$ cat src/rtl/id_stage_piped_pkg.sv
// Shared decode constants for the ARM decode stage:
// ALU command codes, instruction modes, opcodes and condition codes.
package id_stage_piped_pkg;

   localparam logic [3:0] CMD_MOV = 4'b0001;
   localparam logic [3:0] CMD_MVN = 4'b1001;
   localparam logic [3:0] CMD_ADD = 4'b0010;
   localparam logic [3:0] CMD_ADC = 4'b0011;
   localparam logic [3:0] CMD_SUB = 4'b0100;
   localparam logic [3:0] CMD_SBC = 4'b0101;
   localparam logic [3:0] CMD_AND = 4'b0110;
   localparam logic [3:0] CMD_ORR = 4'b0111;
   localparam logic [3:0] CMD_EOR = 4'b1000;
   localparam logic [3:0] CMD_CMP = 4'b0100;
   localparam logic [3:0] CMD_TST = 4'b0110;
   localparam logic [3:0] CMD_LDR = 4'b0010;
   localparam logic [3:0] CMD_STR = 4'b0010;

   typedef enum logic [1:0] {
      MODE_DP  = 2'b00,
      MODE_MEM = 2'b01,
      MODE_BR  = 2'b10,
      MODE_RSV = 2'b11
   } mode_e;

   localparam logic [3:0] OP_AND = 4'b0000;
   localparam logic [3:0] OP_EOR = 4'b0001;
   localparam logic [3:0] OP_SUB = 4'b0010;
   localparam logic [3:0] OP_ADD = 4'b0100;
   localparam logic [3:0] OP_ADC = 4'b0101;
   localparam logic [3:0] OP_SBC = 4'b0110;
   localparam logic [3:0] OP_TST = 4'b1000;
   localparam logic [3:0] OP_CMP = 4'b1010;
   localparam logic [3:0] OP_ORR = 4'b1100;
   localparam logic [3:0] OP_MOV = 4'b1101;
   localparam logic [3:0] OP_MVN = 4'b1111;

   localparam logic [3:0] COND_EQ = 4'd0;
   localparam logic [3:0] COND_NE = 4'd1;
   localparam logic [3:0] COND_CS = 4'd2;
   localparam logic [3:0] COND_CC = 4'd3;
   localparam logic [3:0] COND_MI = 4'd4;
   localparam logic [3:0] COND_PL = 4'd5;
   localparam logic [3:0] COND_VS = 4'd6;
   localparam logic [3:0] COND_VC = 4'd7;
   localparam logic [3:0] COND_HI = 4'd8;
   localparam logic [3:0] COND_LS = 4'd9;
   localparam logic [3:0] COND_GE = 4'd10;
   localparam logic [3:0] COND_LT = 4'd11;
   localparam logic [3:0] COND_GT = 4'd12;
   localparam logic [3:0] COND_LE = 4'd13;
   localparam logic [3:0] COND_AL = 4'd14;

   function automatic logic cond_pass(input logic [3:0] c,
                                      input logic [3:0] nzcv);
      logic n, z, cf, v, r;
      {n, z, cf, v} = nzcv;
      case (c)
         COND_EQ: r = z;
         COND_NE: r = ~z;
         COND_CS: r = cf;
         COND_CC: r = ~cf;
         COND_MI: r = n;
         COND_PL: r = ~n;
         COND_VS: r = v;
         COND_VC: r = ~v;
         COND_HI: r = cf & ~z;
         COND_LS: r = ~cf | z;
         COND_GE: r = (n == v);
         COND_LT: r = (n != v);
         COND_GT: r = ~z & (n == v);
         COND_LE: r = z | (n != v);
         COND_AL: r = 1'b1;
         default: r = 1'b0;
      endcase
      return r;
   endfunction

endpackage

$ cat src/rtl/id_stage_piped_regfile_bypass.sv
// 16-entry, 2-read/1-write register file with optional
// write-through so a same-cycle WB write is visible to readers.
module regfile_bypass #(
   parameter int N         = 32,
   parameter int WB_BYPASS = 1
) (
   input  logic         i_clk,
   input  logic         i_rst_n,
   input  logic         i_we,
   input  logic [3:0]   i_wa,
   input  logic [N-1:0] i_wd,
   input  logic [3:0]   i_ra1,
   input  logic [3:0]   i_ra2,
   output logic [N-1:0] o_rd1,
   output logic [N-1:0] o_rd2
);

   logic [N-1:0] r_mem [16];
   logic         w_hit1, w_hit2;

   always_ff @(posedge i_clk or negedge i_rst_n) begin
      if (!i_rst_n) begin
         for (int k = 0; k < 16; k++) r_mem[k] <= '0;
      end else if (i_we) begin
         r_mem[i_wa] <= i_wd;
      end
   end

   assign w_hit1 = (WB_BYPASS != 0) && i_we && (i_wa == i_ra1);
   assign w_hit2 = (WB_BYPASS != 0) && i_we && (i_wa == i_ra2);
   assign o_rd1  = w_hit1 ? i_wd : r_mem[i_ra1];
   assign o_rd2  = w_hit2 ? i_wd : r_mem[i_ra2];

endmodule

$ cat src/rtl/id_stage_piped.sv
// ARM decode stage with built-in hazard detection, condition
// check and the ID/EX pipeline register (one cycle latency).
module id_stage_piped
   import id_stage_piped_pkg::*;
#(
   parameter int N          = 32,
   parameter int FORWARD_EN = 0,
   parameter int WB_BYPASS  = 1
) (
   input  logic         clk,
   input  logic         rst,
   input  logic [N-1:0] instructionIn,
   input  logic [N-1:0] PCIn,
   input  logic         validIn,
   input  logic [3:0]   statusIn,
   input  logic         flushIn,
   input  logic         WB_ENIn,
   input  logic [3:0]   WB_DestIn,
   input  logic [N-1:0] WB_ValueIn,
   input  logic         EXE_WB_ENIn,
   input  logic         EXE_MEM_R_ENIn,
   input  logic [3:0]   EXE_DestIn,
   input  logic         MEM_WB_ENIn,
   input  logic [3:0]   MEM_DestIn,
   output logic         HazardOut,
   output logic         validOut,
   output logic [N-1:0] PCOut,
   output logic [N-1:0] Val_RnOut,
   output logic [N-1:0] Val_RmOut,
   output logic [3:0]   SrcRnOut,
   output logic [3:0]   SrcRmOut,
   output logic [3:0]   DestOut,
   output logic [3:0]   EXE_CMDOut,
   output logic         SOut,
   output logic         BOut,
   output logic         MEM_W_ENOut,
   output logic         MEM_R_ENOut,
   output logic         WB_ENOut,
   output logic         IOut,
   output logic         Two_srcOut,
   output logic [11:0]  shiftOperandOut,
   output logic [23:0]  Imm24Out
);

   mode_e       w_mode;
   logic [3:0]  w_cond, w_op, w_rn, w_rd, w_rm, w_src2;
   logic        w_ibit, w_sbit, w_str, w_two, w_rn_used;
   logic [3:0]  w_cmd;
   logic        w_wb, w_mr, w_mw, w_b, w_s;
   logic        w_hit_rn, w_hit_s2, w_go;
   logic [N-1:0] w_val_rn, w_val_rm;

   assign w_cond = instructionIn[31:28];
   assign w_mode = mode_e'(instructionIn[27:26]);
   assign w_ibit = instructionIn[25];
   assign w_op   = instructionIn[24:21];
   assign w_sbit = instructionIn[20];
   assign w_rn   = instructionIn[19:16];
   assign w_rd   = instructionIn[15:12];
   assign w_rm   = instructionIn[3:0];

   assign w_str  = (w_mode == MODE_MEM) & ~w_sbit;
   assign w_two  = ~w_ibit | w_str;
   assign w_src2 = w_str ? w_rd : w_rm;
   assign w_rn_used = (w_mode != MODE_BR) &
      ~((w_mode == MODE_DP) & ((w_op == OP_MOV) | (w_op == OP_MVN)));

   always_comb begin
      w_cmd = '0;
      w_wb  = 1'b0;
      w_mr  = 1'b0;
      w_mw  = 1'b0;
      w_b   = 1'b0;
      w_s   = 1'b0;
      case (w_mode)
         MODE_DP: begin
            w_s  = w_sbit;
            w_wb = 1'b1;
            case (w_op)
               OP_MOV:  w_cmd = CMD_MOV;
               OP_MVN:  w_cmd = CMD_MVN;
               OP_ADD:  w_cmd = CMD_ADD;
               OP_ADC:  w_cmd = CMD_ADC;
               OP_SUB:  w_cmd = CMD_SUB;
               OP_SBC:  w_cmd = CMD_SBC;
               OP_AND:  w_cmd = CMD_AND;
               OP_ORR:  w_cmd = CMD_ORR;
               OP_EOR:  w_cmd = CMD_EOR;
               OP_CMP: begin w_cmd = CMD_CMP; w_wb = 1'b0; end
               OP_TST: begin w_cmd = CMD_TST; w_wb = 1'b0; end
               default: w_wb = 1'b0;
            endcase
         end
         MODE_MEM: begin
            w_cmd = w_sbit ? CMD_LDR : CMD_STR;
            w_mr  = w_sbit;
            w_wb  = w_sbit;
            w_mw  = ~w_sbit;
         end
         MODE_BR: w_b = 1'b1;
         default: ;
      endcase
   end

   // With forwarding only an EXE load cannot be bypassed in time.
   always_comb begin
      if (FORWARD_EN != 0) begin
         w_hit_rn = EXE_MEM_R_ENIn & EXE_WB_ENIn & (w_rn == EXE_DestIn);
         w_hit_s2 = EXE_MEM_R_ENIn & EXE_WB_ENIn & (w_src2 == EXE_DestIn);
      end else begin
         w_hit_rn = (EXE_WB_ENIn & (w_rn == EXE_DestIn)) |
                    (MEM_WB_ENIn & (w_rn == MEM_DestIn));
         w_hit_s2 = (EXE_WB_ENIn & (w_src2 == EXE_DestIn)) |
                    (MEM_WB_ENIn & (w_src2 == MEM_DestIn));
      end
   end

   assign HazardOut = validIn & ~flushIn &
      ((w_rn_used & w_hit_rn) | (w_two & w_hit_s2));

   assign w_go = validIn & ~flushIn & ~HazardOut &
      cond_pass(w_cond, statusIn);

   regfile_bypass #(.N(N), .WB_BYPASS(WB_BYPASS)) u_rf (
      .i_clk   (clk),
      .i_rst_n (rst),
      .i_we    (WB_ENIn),
      .i_wa    (WB_DestIn),
      .i_wd    (WB_ValueIn),
      .i_ra1   (w_rn),
      .i_ra2   (w_src2),
      .o_rd1   (w_val_rn),
      .o_rd2   (w_val_rm)
   );

   always_ff @(posedge clk or negedge rst) begin
      if (!rst) begin
         validOut        <= 1'b0;
         PCOut           <= '0;
         Val_RnOut       <= '0;
         Val_RmOut       <= '0;
         SrcRnOut        <= '0;
         SrcRmOut        <= '0;
         DestOut         <= '0;
         EXE_CMDOut      <= '0;
         SOut            <= 1'b0;
         BOut            <= 1'b0;
         MEM_W_ENOut     <= 1'b0;
         MEM_R_ENOut     <= 1'b0;
         WB_ENOut        <= 1'b0;
         IOut            <= 1'b0;
         Two_srcOut      <= 1'b0;
         shiftOperandOut <= '0;
         Imm24Out        <= '0;
      end else begin
         validOut        <= w_go;
         PCOut           <= PCIn;
         Val_RnOut       <= w_val_rn;
         Val_RmOut       <= w_val_rm;
         SrcRnOut        <= w_rn;
         SrcRmOut        <= w_src2;
         DestOut         <= w_rd;
         EXE_CMDOut      <= w_go ? w_cmd : 4'd0;
         SOut            <= w_go & w_s;
         BOut            <= w_go & w_b;
         MEM_W_ENOut     <= w_go & w_mw;
         MEM_R_ENOut     <= w_go & w_mr;
         WB_ENOut        <= w_go & w_wb;
         IOut            <= w_ibit;
         Two_srcOut      <= w_two;
         shiftOperandOut <= instructionIn[11:0];
         Imm24Out        <= instructionIn[23:0];
      end
   end

endmodule
$ cat config.mk
export PLATFORM = sky130hd
export DESIGN_NAME = id_stage_piped
export DESIGN_NICKNAME = d
export VERILOG_FILES = /design/src/rtl/id_stage_piped_pkg.sv /design/src/rtl/id_stage_piped_regfile_bypass.sv /design/src/rtl/id_stage_piped.sv
export SDC_FILE = /design/constraint.sdc
export NUM_CORES = 1
export LEC_CHECK = 0
export BUFFER_PORTS_ARGS = -buffer_cell sky130_fd_sc_hd__buf_2
export CAP_MARGIN = 10
export CORE_UTILIZATION = 60
export CTS_CLUSTER_SIZE = 14
export DETAILED_ROUTE_END_ITERATION = 10
export PLACE_DENSITY = 0.79
export SYNTH_ARGS = -nofsm -noshare
export SYNTH_HDL_FRONTEND = slang
export SYNTH_SLANG_ARGS = --single-unit
export TNS_END_PERCENT = 10
$ cat constraint.sdc
create_clock -name clk -period 3.1 [get_ports clk]
set_clock_uncertainty 0.15 [all_clocks]
set_input_delay 0.31 -clock clk [delete_from_list [all_inputs] [get_ports clk]]
set_output_delay 0.31 -clock clk [all_outputs]
set_load 0.05 [all_outputs]
==> flow_summary_export.csv <==
group,metric,value,unit
cts,cts-root-buf,"clkbuf_16",
logic_synthesis,yosysTopAreaCell,"dfrtp_1",
pwr,p_seq_share,44.0,%
timing,min_period,3.012,ns
setup_path,endpoint_kind,"output port",
logic_synthesis,ys_dominant_reg_cell,"dfrtp_1",
cts,htree_levels,3,
cells_and_area,mostFrequentLayoutCell,"dfrtp_1",
floorplan,core_area,52870,sq um
setup_path,required,2.64,ns
placement,numPortBuffers,275,
pwr,p_per_area,697.8,nW/um^2
cells_and_area,area_delta_synth_final,17.43,%
timing,fmax,0.3320,GHz
timing,tightest_slew,1.065,ns
global_route,globalRouteMet1Util,45.41,%
routing,wl_per_cell,26.42,microns
placement,dpl_cell_area,34760,sq um
cells_and_area,instances_no_fill,3545,
floorplan,dieWidth,234.2,microns
floorplan,start_util,61.17,%
global_route,grt_busiest_layer,"met2",
setup_path,critPathKind,"in2out",
cts,clk_pin_slew,0.06,ns
flow_run,drv_cap,0,
logic_synthesis,synth_area_leaders,"dfrtp_1, mux2_2, mux4_2, a21oi_1, nand2_1",
logic_synthesis,syn_inst,2537,
global_route,met2_usage,55.98,%
pwr,p_clk_share,31.8,%
timing,fin_crit_sh,97.16,%
logic_synthesis,synth_edf_count,0,
timing,relSlewSlack,28.82,%
pwr,power,26500,uW
floorplan,die_area,54830,sq um
global_route,grt_pass1_vias,25384,
timing,grt_setup_unrepaired,"false",
routing,drt-initial-drc-count,2782,
logic_synthesis,syn_avg_cell_area,12.75,sq um
pwr,p_switching,8134,uW
logic_synthesis,synth.ff_latch_count,648,
global_route,grt_pass1_wl,145400,microns
floorplan,die_height,234.2,microns
routing,vias,24271,
global_route,track_usage,35.01,%
cts,clkLatencyLatePin,0.61,ns
logic_synthesis,ys_types,56,
logic_synthesis,async_flop_share,100.0,%
cts,clock_sinks,648,
logic_synthesis,ys_seq_area_share,50.15,%
routing,vias_per_cell,6.847,
cts,cts_buffer_depth,3,
timing,setup-violations-final,0,
global_route,antenna_found_initial,5,
cells_and_area,drive_gt1_share,41.70,%
routing,drc,32,
logic_synthesis,yosys_warnings,0,
placement,place_inst,3332,
global_route,met3_usage,7.150,%
setup_path,cp_data_arrival_time,2.55,ns
placement,dp_hpwl,53830,microns
setup_path,worst_setup_path_start_kind,"primary input",
pwr,p_leak,0.01630,uW
floorplan,io_pins,277,
routing,dr.pass1.iters,10,
cells_and_area,fin_nets,2922,
pwr,switching_share,30.70,%
run_status,status,"finished, violations left",
logic_synthesis,syn_nets,2657,
timing,hold_viol,0,
run_status,violations,"DRC",
cts,cts_buffers,69,
logic_synthesis,netlist_area,32340,sq um
setup_path,cp_max_fo,27,
pwr,share_comb_of_total_power,24.3,%
pwr,intPower,18360,uW
logic_synthesis,yosysTopAreaCellShare,50.15,%
routing,drt-total-wl,93650,microns
hold_path,holdCritPathClass,"in2reg",
cells_and_area,layout_common_cells,"dfrtp_1, mux2_2, a21oi_1",
pwr,peakVddDrop,0.4820,mV
timing,timing.final.max_slew_violations,0,
global_route,global_route.overflow_total,0,
placement,gp_congestion,0.8695,
cells_and_area,postLayoutCellArea,37970,sq um
global_route,grt_max_degree,127,
cts,cts_tree,"yes",
routing,ant_nets,0,
floorplan,num_rows,84,
[per-layer routing]
metal / part of all wire (%) / vias up / wire, microns
li1: - / 9923 / -
met1: 37 / 12483 / 35070
met2: 49 / 1491 / 45670
met3: 8.8 / 370 / 8268
met4: 4.9 / 4 / 4617
met5: 0.025 / - / 23
[registers in the layout, summed over array words and instances, names as in the netlist]
| name | flops |
|---|---|
| Imm24Out | 24 |
| IOut | 1 |
| WB_ENOut | 1 |
| SOut | 1 |
| MEM_W_ENOut | 1 |
| BOut | 1 |
| MEM_R_ENOut | 1 |
| Two_srcOut | 1 |
| u_rf.r_mem | 512 |
| validOut | 1 |
| EXE_CMDOut | 4 |
| Val_RmOut | 32 |
| Val_RnOut | 32 |
| PCOut | 32 |
| SrcRmOut | 4 |
[timing repair]
action / in CTS / in global routing
resized for setup: 0 / 5
hold buffers: 87 / 0
buffers inserted: 0 / 0
setup endpoints to repair: 0 / 1
hold endpoints to repair: 204 / 0
[power groups by stage]
stage          combinational, uW  sequential (uW)  clock, uW
3_5_place_dp                6260            11700          0
5_1_grt                     6840            11800       8840
3_3_place_gp                6020            11500          0
4_1_cts                     6400            11600       8520
2_1_floorplan               3810            12200          0
6_report                    6430            11700       8420
[metrics by stage]
step	hold slack, ns	util [%]	TNS [ns]	setup slack (ns)
5_1_grt	0.03050	71.82	0	0.003996
6_report	0.04006	71.83	0	0.08793
4_1_cts	0.004153	71.77	0	0.007593
3_5_place_dp	0.1995	65.75	-0.1672	-0.02847
2_1_floorplan	-0.1356	-	0	0.04648
3_3_place_gp	0.1933	65.75	-0.1550	-0.02589
[worst paths after layout]
| path | start | endpoint | slack (ns) | cells after the start |
|---|---|---|---|---|
| min in group asynchronous | rst | Val_RnOut[3] | 0.14 | 2 |
| hold reg to reg | u_rf.r_mem[466] | u_rf.r_mem[466] | 0.37 | 1 |
| setup / recovery | instructionIn[17] | HazardOut | 0.09 | 7 |
| setup reg to reg | u_rf.r_mem[19] | Val_RnOut[19] | 1.11 | 3 |
| max in group asynchronous | rst | u_rf.r_mem[149] | 1.62 | 4 |
| hold / removal | WB_ValueIn[2] | Val_RmOut[2] | 0.04 | 3 |
[synth_stat cells, types with 2 or more instances]
cell and number:
clkbuf_1 171, buf_2 31, a31oi_1 2, a22oi_1 64, o221ai_1 3, buf_6 7
nor4b_1 2, mux2_1 60, o2111ai_1 2, a221oi_1 62, buf_4 23, and3_1 3
nand3_1 4, a221oi_2 31, mux2i_1 11, nand4_1 3, nor3_1 7, mux2_2 485
nor4_1 5, nand2b_1 11, o21ai_0 8, dfrtp_1 648, nand3b_1 2, xnor2_1 10
mux4_2 161, a211oi_1 2, nor2_1 50, buf_1 35, nor2b_1 3, xor2_1 10
nand2_1 266, a21oi_1 322, and2_1 3, inv_1 8
[area by class of cell]
| class | count | area (sq um) |
|---|---|---|
| multi-input cells | 1613 | 15050 |
| flip-flops and latches | 648 | 16220 |
| clock buffers | 99 | 2032 |
| diodes | 3 | 7.507 |
| fillers | 3433 | 14890 |
| inverters | 9 | 43.79 |
| repair buffers | 461 | 3487 |
| clock inverters | 24 | 280.3 |
| well taps | 688 | 860.8 |
[cells by family after synthesis]
family	after synthesis	synth area share, %
AND/OR/NAND/NOR	368	4.759
multiplexers	717	30.53
XOR/XNOR	20	0.5417
buffers and inverters	276	3.753
AO/OA/AOI/OAI	508	10.27
flip-flops	648	50.15
[critical path, stage by stage]
cell           delay [ns]
dlygate4sd3_1        0.56
clkbuf_8             0.29
xor2_1               0.24
nor4_2               0.40
o22ai_1              0.26
o21ai_1              0.21
clkbuf_4             0.26
Note: power is estimated with default switching activity, not from simulation.
